[config.mk]
export PLATFORM = sky130hd
export DESIGN_NAME = instr_fetch_responder
export DESIGN_NICKNAME = d
export VERILOG_FILES = /design/src/rtl/fetch_pkg.sv /design/src/rtl/fetch_timeout_counter.sv /design/src/rtl/instr_fetch_responder.sv
export SDC_FILE = /design/constraint.sdc
export NUM_CORES = 1
export LEC_CHECK = 0
export ABC_CLOCK_PERIOD_IN_PS = 4200
export CAP_MARGIN = 10
export CORE_MARGIN = 2
export CORE_UTILIZATION = 46
export DETAILED_ROUTE_END_ITERATION = 8
export MAX_ROUTING_LAYER = met4
export PLACE_DENSITY = 0.95
export SLEW_MARGIN = 20
export SYNTH_ARGS = -nofsm -noshare
export SYNTH_HDL_FRONTEND = slang
export SYNTH_SLANG_ARGS = --single-unit
[constraint.sdc]
create_clock -name clock -period 4.2 [get_ports clock]
set_input_delay 0.63 -clock clock [delete_from_list [all_inputs] [get_ports clock]]
set_output_delay 0.63 -clock clock [all_outputs]
set_load 0.02 [all_outputs]
[src/rtl/fetch_pkg.sv]
// Shared types and constants for the instruction fetch responder.
`timescale 1ns/1ps
package fetch_pkg;

  typedef enum logic [1:0] {
    IDLE  = 2'd0,
    WAIT  = 2'd1,
    DROP  = 2'd2,
    FAULT = 2'd3
  } fetch_state_e;

  localparam int          TIMEOUT_W = 8;
  localparam logic [31:0] NOP_INSTR = 32'h0000_0013;  // addi x0,x0,0

endpackage

[src/rtl/fetch_timeout_counter.sv]
// Bus-wait cycle counter: cleared while idle, counts while enabled, saturates at TIMEOUT-1.
`timescale 1ns/1ps
module fetch_timeout_counter
  import fetch_pkg::*;
#(
  parameter int TIMEOUT = 255
)
(
  input  logic clock,
  input  logic reset,
  input  logic clear_i,
  input  logic enable_i,
  output logic terminal_o
);

  localparam logic [TIMEOUT_W-1:0] LAST_COUNT = TIMEOUT_W'(TIMEOUT - 1);

  logic [TIMEOUT_W-1:0] count_q, count_d;

  assign terminal_o = (count_q == LAST_COUNT);

  // NOTE: default assignment first so every path drives count_d and no latch is inferred.
  always_comb begin
    count_d = count_q;
    if (clear_i) begin
      count_d = '0;
    end else if (enable_i && !terminal_o) begin
      count_d = count_q + TIMEOUT_W'(1);
    end
  end

  always_ff @(posedge clock or posedge reset) begin
    if (reset) begin
      count_q <= '0;
    end else begin
      count_q <= count_d;
    end
  end

endmodule

[src/rtl/instr_fetch_responder.sv]
// Memory-side end of the instruction fetch handshake: single-word bus reads with timeout/flush handling.
// Optional last-line buffer enabled by defining FETCH_LAST_LINE_EN.
`timescale 1ns/1ps
module instr_fetch_responder
  import fetch_pkg::*;
#(
  parameter int          TIMEOUT   = 255,
  parameter logic [31:0] NOP_INSTR = fetch_pkg::NOP_INSTR
)
(
  input  logic        clock,
  input  logic        reset,
  input  logic        i_request,
  input  logic [31:0] pc_in,
  input  logic        flush,
  output logic [31:0] instruction,
  output logic        in_en,
  output logic        fetch_fault,
  output logic        busy,
  output logic [31:0] mem_addr,
  output logic        mem_read,
  input  logic [31:0] mem_rdata,
  input  logic        mem_ack,
  input  logic        mem_err
);

  fetch_state_e state_q, state_d;
  logic [31:0]  instr_q, instr_d;
  logic [31:0]  mem_addr_q, mem_addr_d;
  logic         mem_read_q, mem_read_d;
  logic         in_en_q, in_en_d;
  logic         fault_q, fault_d;
  logic         busy_q, busy_d;
  logic         terminal;
  logic         buf_hit;
  logic [31:0]  buf_data;

  fetch_timeout_counter #(
    .TIMEOUT (TIMEOUT)
  ) u_timeout (
    .clock      (clock),
    .reset      (reset),
    .clear_i    (state_q == IDLE),
    .enable_i   ((state_q == WAIT) || (state_q == DROP)),
    .terminal_o (terminal)
  );

  always_comb begin
    state_d    = state_q;
    instr_d    = instr_q;
    mem_addr_d = mem_addr_q;
    mem_read_d = mem_read_q;
    in_en_d    = 1'b0;
    fault_d    = 1'b0;

    unique case (state_q)
      IDLE: begin
        // The cycle showing in_en still sees the old request, so acceptance waits one cycle.
        if (i_request && !flush && !in_en_q) begin
          if (pc_in[1:0] != 2'b00) begin
            state_d = FAULT;
            instr_d = NOP_INSTR;
            in_en_d = 1'b1;
            fault_d = 1'b1;
          end else if (buf_hit) begin
            instr_d = buf_data;
            in_en_d = 1'b1;
          end else begin
            state_d    = WAIT;
            mem_addr_d = pc_in;
            mem_read_d = 1'b1;
          end
        end
      end
      WAIT: begin
        if (mem_ack) begin
          state_d    = IDLE;
          mem_read_d = 1'b0;
          if (!flush) begin
            in_en_d = 1'b1;
            fault_d = mem_err;
            instr_d = mem_err ? NOP_INSTR : mem_rdata;
          end
        end else if (flush) begin
          // The read cannot be cancelled; keep strobing until it completes or times out.
          if (terminal) begin
            state_d    = IDLE;
            mem_read_d = 1'b0;
          end else begin
            state_d = DROP;
          end
        end else if (terminal) begin
          state_d    = IDLE;
          mem_read_d = 1'b0;
          instr_d    = NOP_INSTR;
          in_en_d    = 1'b1;
          fault_d    = 1'b1;
        end
      end
      DROP: begin
        if (mem_ack || terminal) begin
          state_d    = IDLE;
          mem_read_d = 1'b0;
        end
      end
      FAULT: begin
        state_d = IDLE;
      end
      default: begin
        state_d    = IDLE;
        mem_read_d = 1'b0;
      end
    endcase

    busy_d = (state_d != IDLE);
  end

  always_ff @(posedge clock or posedge reset) begin
    if (reset) begin
      state_q    <= IDLE;
      instr_q    <= NOP_INSTR;
      mem_addr_q <= '0;
      mem_read_q <= 1'b0;
      in_en_q    <= 1'b0;
      fault_q    <= 1'b0;
      busy_q     <= 1'b0;
    end else begin
      state_q    <= state_d;
      instr_q    <= instr_d;
      mem_addr_q <= mem_addr_d;
      mem_read_q <= mem_read_d;
      in_en_q    <= in_en_d;
      fault_q    <= fault_d;
      busy_q     <= busy_d;
    end
  end

`ifdef FETCH_LAST_LINE_EN
  logic        buf_valid_q;
  logic [31:0] buf_addr_q;
  logic [31:0] buf_data_q;

  assign buf_hit  = buf_valid_q && (buf_addr_q == pc_in);
  assign buf_data = buf_data_q;

  always_ff @(posedge clock or posedge reset) begin
    if (reset) begin
      buf_valid_q <= 1'b0;
      buf_addr_q  <= '0;
      buf_data_q  <= '0;
    end else if (flush || fault_d) begin
      buf_valid_q <= 1'b0;
    end else if ((state_q == WAIT) && mem_ack && !mem_err) begin
      buf_valid_q <= 1'b1;
      buf_addr_q  <= mem_addr_q;
      buf_data_q  <= mem_rdata;
    end
  end
`else
  assign buf_hit  = 1'b0;
  assign buf_data = NOP_INSTR;
`endif

  assign instruction = instr_q;
  assign in_en       = in_en_q;
  assign fetch_fault = fault_q;
  assign busy        = busy_q;
  assign mem_addr    = mem_addr_q;
  assign mem_read    = mem_read_q;

endmodule

==> PnR_summary.wiki, run 1 <==
{| class="wikitable"
! Metric !! Value
|-
| Result of the run || finished, final reports clean
|-
| Gr busiest metal || met2
|-
| Post-cts gate resize count || 0
|-
| Worst slew margin || 40.7%
|-
| Clock slew seen by the registers of the worst setup and hold paths || 80 ps
|-
| Portion of the clock cycle consumed by the worst path in the final layout || 64.4%
|-
| Initial DRC Count || 100
|-
| Dpl hpwl || 5940 µm
|-
| Number of warning messages in the yosys log || 0
|-
| Post-layout nets || 505
|-
| Non-filler instance count after layout || 534
|-
| Die width || 89.9 µm
|-
| Type of the worst min-delay path || flip-flop to flip-flop
|-
| Synth area leaders || dfrtp_1 55%, mux2_2 9.9%, mux2i_1 8.8%, inv_1 4.1%, nand2_1 4.0%
|-
| Synthesized net count || 365
|-
| Initial standard-cell utilization of the core || 47.1%
|-
| Port Buffers || 137
|-
| Worst IR Drop VDD || 0.380 mV
|-
| Sequential-to-total area share from yosys stat || 57.6%
|-
| Max Slew Vio Count || 0
|-
| Via Count || 2,646
|-
| Area share of the leading cell type in the synthesized netlist || 55.2%
|-
| Endpoints failing hold || 0
|-
| GRT Util Overall || 21.1%
|-
| Insertion delay of the later-clocked pin in the worst-skew pair || 330 ps
|-
| Maximum fanout count along the critical path || 32
|-
| Required time worst endpoint || 4460 ps
|-
| Number of max-capacitance violations reported || 0
|-
| Cell depth of the worst min-delay path || 1
|-
| Cell count after synthesis || 290
|-
| Sum of negative setup slack || 0 ps
|-
| GRT met2 Usage || 36.0%
|-
| Vias in the first global route || 2,870
|-
| Worst Clk Skew || 9.15 ps
|-
| Largest buffer count on any clock path || 2
|-
| ANT cells || 0
|-
| Average detailed-routed wire length per instance || 15.2 µm
|-
| Register area || 1960 µm²
|-
| Number of clock buffers inserted by TritonCTS || 9
|-
| Met3 Track Usage GR || 4.36%
|-
| EDFF count, synth || 0
|-
| Clock Sinks || 78
|-
| Max frequency || 370 MHz
|-
| Combined area of all synthesized cells || 3400 µm²
|-
| Area taken by multi-input logic gates || 1250 µm²
|-
| Post-synth top flop || dfrtp_1
|-
| Logic depth of the worst register-to-register path || 5
|-
| Global placer's final weighted congestion || 0.869
|-
| Count of different cell masters after synthesis || 41
|-
| Number of levels the H-tree was split into || 3
|-
| Worst Path Class, Setup || flip-flop to flip-flop
|-
| Min cycle time layout || 2710 ps
|-
| Count of filler cells inserted in the layout || 532
|-
| Leak || 2.27 nW
|-
| Startpoint type of the worst setup path || flip-flop
|-
| FF+latch count, synth || 78
|-
| Worst Hold Endpoint || mem_addr[1]
|-
| TritonCTS clock tree || built
|-
| Worst reg2reg path startpoint || state_q[1]
|-
| Clock Root Buffer || clkbuf_8
|-
| Overflow left after global routing || 0
|-
| Dpl ws || 1280 ps
|-
| Fraction of final layout cells sized beyond drive strength 1 || 13.1%
|-
| Post-Route Hold Slack || 504 ps
|-
| Setup ws final || 1490 ps
|-
| Cell with the most instances after synthesis || dfrtp_1
|-
| Worst Setup End Kind || flip-flop
|-
| Wire length after detailed routing || 8100 µm
|-
| R2R Setup Slk || 1490 ps
|-
| Global-route met1 utilization || 25.8%
|-
| Number of top-level design ports || 138
|-
| Launch point of the worst hold path || mem_addr[1]
|-
| Initial antenna violation count || 0
|-
| Area growth, synth to finish || 50.2%
|-
| First-pass iteration count of the detailed router || 4
|-
| Setup violations, final || 0
|-
| Post-synth top cells || 75 x dfrtp_1, 37 x inv_1, 36 x nand2_1, 30 x mux2_2, 30 x mux2i_1
|-
| Maximum number of pins on one net before global-route repair || 64
|-
| First-pass GRT wire length || 13,400 µm
|-
| Data arrival time of the worst path || 2960 ps
|-
| Cell Count Post-Placement || 518
|-
| Mean post-synth cell area || 11.7 µm²
|-
| Number of standard-cell rows in the floorplan || 31
|-
| Total die area || 8090 µm²
|-
| Reg2Reg Capture Point || instruction[1]
|-
| Remaining DRCs || 0
|-
| Floorplan die height || 89.9 µm
|-
| Detail Route Antenna Nets || 0
|-
| Async set-or-reset flop fraction in the synthesized netlist || 100%
|-
| Power per cell area || 625 nW/µm²
|-
| Slew of the pin with the lowest slew margin || 890 ps
|-
| Hold buffer count at CTS || 0
|-
| Unrepaired setup endpoints after global routing || no
|-
| Routed vias/inst || 4.96
|-
| Cell taking the most area after synthesis || dfrtp_1
|-
| Post-CTS setup buffer count || 0
|-
| Core box area || 7210 µm²
|}
registers in the layout, indices dropped and copies added, names as in the netlist:
signal             cells
fetch_fault            1
state_q                2
mem_addr              32
in_en                  1
u_timeout.count_q      8
busy                   1
mem_read               1
instruction           32
cell usage in the layout (no fill, tap or decap), types with 3 or more instances in the layout:
cell	synthesis	routed
nand2b_1	3	3
bufinv_16	0	3
o21ai_0	8	8
mux2_2	30	30
nor2_1	5	5
buf_4	0	3
clkbuf_8	0	9
a31oi_1	3	3
dfrtp_1	75	75
or3_1	3	3
clkdlybuf4s50_1	0	137
nand2_1	36	36
a21oi_1	7	7
nor2b_1	3	3
inv_1	37	36
dfstp_2	3	3
ha_1	5	5
nand3_1	3	3
and2_1	3	3
mux2i_1	30	30
power breakdown:
| group | total, W | switching [W] | leakage (nW) | internal (W) |
|---|---|---|---|---|
| logic | 0.00141 | 0.000698 | 1.13 | 0.000709 |
| registers | 0.00112 | 0.000130 | 1.02 | 0.000990 |
| clock network | 0.000663 | 0.000267 | 0.121 | 0.000395 |
| total | 0.00319 | 0.00109 | 2.27 | 0.00209 |
cells by family after synthesis:
family,count (synthesis),synth area share (%)
flops,78,57.6
simple gates,68,9.87
mux,63,19.9
buf+inv,48,5.64
compound gates,27,4.94
fa+ha+maj,5,1.84
xor+xnor,1,0.258
critical path: stages, from the launching register on:
cell      delay [ps]
dfrtp_1          440
inv_1            100
ha_1             490
nor3b_1          430
a2111o_2         750
mux2_1           390
worst max-delay path by stage:
stage                from              to  slack [ps]  depth (start not counted)
2_1_floorplan       reset            busy        1580                          1
3_3_place_gp        flush  instruction[1]        1390                          5
3_5_place_dp        flush  instruction[1]        1280                          5
4_1_cts        state_q[1]  instruction[1]        1510                          5
5_1_grt        state_q[1]  instruction[1]        1370                          5
6_report       state_q[1]  instruction[1]        1490                          5
per-stage QoR:
step	instance area (µm²)	power (W)	util [%]
after floorplan	3400	0.00191	-
after global placement	4860	0.00249	67.4
after detailed placement	4860	0.00255	67.4
after CTS	5100	0.00322	70.7
after global routing	5100	0.00335	70.7
final	5100	0.00319	70.7
metal layers:
| layer | routed length [µm] | part of all wire (%) | up-vias |
|---|---|---|---|
| met4 | 88 | 1.1 | 0 |
| met1 | 3460 | 43 | 1296 |
| met3 | 425 | 5.2 | 7 |
| met2 | 4120 | 51 | 103 |
| met5 | 0 | 0 | - |
| li1 | - | - | 1240 |
final cells by class:
class                           instances  share of cell area (%)
Clock buffer                           10                    2.50
Tap cell                               99                    2.43
Inverter                               37                    2.77
Multi-Input combinational cell        164                    24.5
Sequential cell                        78                    38.3
Clock inverter                          6                    2.13
Timing Repair Buffer                  140                    27.3
No activity file was read; power rests on OpenSTA's default activity.
==> inputs of run 2 (changes only) <==
- ABC_CLOCK_PERIOD_IN_PS: 4200 -> 2550
- CORE_UTILIZATION: 46 -> 43
- PLACE_DENSITY: 0.95 -> 0.9
- clock period: 4.2 -> 2.55 ns (I/O delays scaled with it)
==> run 2 against run 1 <==
Global-route usage down 1.6 points. Highest routed layer unchanged. Register-to-register slack worse by 1200 ps. Largest power group unchanged. Worst setup slack worse by 1200 ps. Die area up 6.7%.
==> PnR_summary.wiki, run 2 (same netlist as run 1, synthesis figures left out) <==
{| class="wikitable"
! Metric !! Value
|-
| Result of the run || finished, final reports clean
|-
| Slew of the pin with the lowest slew margin || 637 ps (-253 ps)
|-
| Critical Path Source || state_q[1]
|-
| Post-CTS setup buffer count || 0 (unchanged)
|-
| Clock Sinks || 78 (unchanged)
|-
| Portion of the clock cycle consumed by the worst path in the final layout || 88.8% (+24 points)
|-
| Dpl hpwl || 5690 µm (-4.2%)
|-
| Vias in the first global route || 2,787 (-2.9%)
|-
| Most used cells in the layout excluding fill and tap cells || 137 x clkdlybuf4s50_1, 75 x dfrtp_1, 36 x nand2_1, 36 x inv_1
|-
| Initial antenna violation count || 0 (unchanged)
|-
| Max frequency || 442 MHz (+20%)
|-
| Die width || 92.9 µm (+3.3%)
|-
| Floorplan die height || 92.9 µm (+3.3%)
|-
| Data arrival time of the worst path || 2520 ps (-440 ps)
|-
| Area of all placed cells without fillers || 5090 µm² (-0.32%)
|-
| Clock Root Buffer || clkbuf_8
|-
| Min cycle time layout || 2260 ps (-442 ps)
|-
| R2R Setup Slk || 290 ps (-1210 ps)
|-
| Worst Clk Skew || 13.8 ps (+4.64 ps)
|-
| Sum of negative setup slack || 0 ps (unchanged)
|-
| Clock slew seen by the registers of the worst setup and hold paths || 90 ps (about the same)
|-
| Leak || 2.25 nW (-0.73%)
|-
| Maximum number of pins on one net before global-route repair || 79 (+23%)
|-
| Average detailed-routed wire length per instance || 14.7 µm (-3.0%)
|-
| Initial standard-cell utilization of the core || 44.2% (-2.9 points)
|-
| First-pass iteration count of the detailed router || 4 (unchanged)
|-
| Port Buffers || 137 (unchanged)
|-
| Type of the worst min-delay path || input port to asynchronous set/reset pin
|-
| Post-layout nets || 507 (+0.40%)
|-
| Initial DRC Count || 82 (-18%)
|-
| Via Count || 2,638 (-0.30%)
|-
| Number of standard-cell rows in the floorplan || 32 (+3.2%)
|-
| Post-cts gate resize count || 0 (unchanged)
|-
| Most common cell after layout, fill and taps aside || clkdlybuf4s50_1
|-
| GRT Util Overall || 19.6% (-1.6 points)
|-
| Area taken by multi-input logic gates || 1250 µm² (unchanged)
|-
| Fraction of final layout cells sized beyond drive strength 1 || 13.5% (+0.40 points)
|-
| Number of clock buffers inserted by TritonCTS || 9 (unchanged)
|-
| Final design utilization || 66.2% (-4.6 points)
|-
| Overall power after layout || 0.00501 W (+57%)
|-
| Hold buffer count at CTS || 0 (unchanged)
|-
| Worst slew margin || 57.2% (+17 points)
|-
| Remaining DRCs || 0 (unchanged)
|-
| Total die area || 8630 µm² (+6.7%)
|-
| Placed inst area || 4920 µm² (+1.1%)
|-
| Worst Path Class, Setup || flip-flop to flip-flop
|-
| Insertion delay of the later-clocked pin in the worst-skew pair || 350 ps (+20 ps)
|-
| Register area || 1960 µm² (unchanged)
|-
| Core box area || 7690 µm² (+6.6%)
|-
| ANT cells || 0 (unchanged)
|-
| Required time worst endpoint || 2810 ps (-1650 ps)
|-
| Wire length after detailed routing || 7930 µm (-2.1%)
|-
| First-pass GRT wire length || 12,900 µm (-4.2%)
|-
| Power per cell area || 984 nW/µm² (+57%)
|-
| Worst IR Drop VDD || 0.689 mV (+81%)
|-
| Worst reg2reg path startpoint || state_q[1]
|-
| TritonCTS clock tree || built
|-
| Max Slew Vio Count || 0 (unchanged)
|-
| Number of top-level design ports || 138 (unchanged)
|-
| Unrepaired setup endpoints after global routing || no
|-
| Routed vias/inst || 4.89 (-1.2%)
|-
| Number of max-capacitance violations reported || 0 (unchanged)
|-
| Endpoints failing hold || 0 (unchanged)
|-
| Maximum fanout count along the critical path || 20 (-38%)
|-
| Area growth, synth to finish || 49.7%
|-
| Number of levels the H-tree was split into || 3 (unchanged)
|-
| Overflow left after global routing || 0 (unchanged)
|-
| Largest buffer count on any clock path || 2 (unchanged)
|-
| Count of filler cells inserted in the layout || 603 (+13%)
|-
| Global placer's final weighted congestion || 0.876 (+0.78%)
|-
| Worst Setup End Kind || flip-flop
|-
| Setup violations, final || 0 (unchanged)
|-
| Detail Route Antenna Nets || 0 (unchanged)
|-
| Startpoint type of the worst setup path || flip-flop
|}
## run 2: changes by cell type in the layout (fill, tap and decap cells not counted)
cell / previous run / this run
inv_4: 1 / 0
inv_2: 0 / 1
buf_12: 0 / 3
inv_6: 1 / 0
buf_4: 3 / 2
clkinv_4: 0 / 1
clkinv_2: 2 / 3
bufinv_16: 3 / 0
clkinvlp_4: 0 / 2
## run 2: final timing paths
kind,endpoint,depth (start not counted)
hold reg to reg,mem_addr[25],1
setup / recovery,instruction[3],7
max in group asynchronous,instruction[4],3
setup reg to reg,instruction[3],7
min in group clock,mem_addr[25],1
hold / removal,mem_addr[19],3
## run 2: cell type report
type	count	area share (%)
Sequential cell	78	38.5
Clock inverter	6	0.763
Tap cell	102	2.51
Clock buffer	10	2.51
Timing Repair Buffer	142	28.4
Inverter	37	2.73
Multi-Input combinational cell	164	24.6
## run 2: critical path: stages, from the launching register on
cell	delay [ps]
dfrtp_1	430
inv_1	100
ha_1	250
nor2b_1	260
a21oi_1	70
a2111o_2	650
buf_12	250
mux2i_1	170
## run 2: where the power goes
group          total [W]  switching, W  internal [W]
Clock           0.000795      0.000445      0.000350
Combinational    0.00237       0.00116       0.00121
Sequential       0.00184      0.000215       0.00163
## run 2: stage by stage
stage / cells / setup WS (ps) / hold slack, ps
2_1_floorplan: 290 / 177 / 485
3_3_place_gp: 523 / 185 / 469
3_5_place_dp: 523 / 134 / 491
4_1_cts: 539 / 293 / 443
5_1_grt: 539 / 166 / 457
6_report: 539 / 286 / 432
## run 2: metal layers
layer	share of wire, %	up-vias	global-route usage, %
met4	1.2	0	6.74
li1	-	1246	-
met3	8.0	13	5.53
met1	43	1261	24.2
met5	0	-	-
met2	47	118	31.0
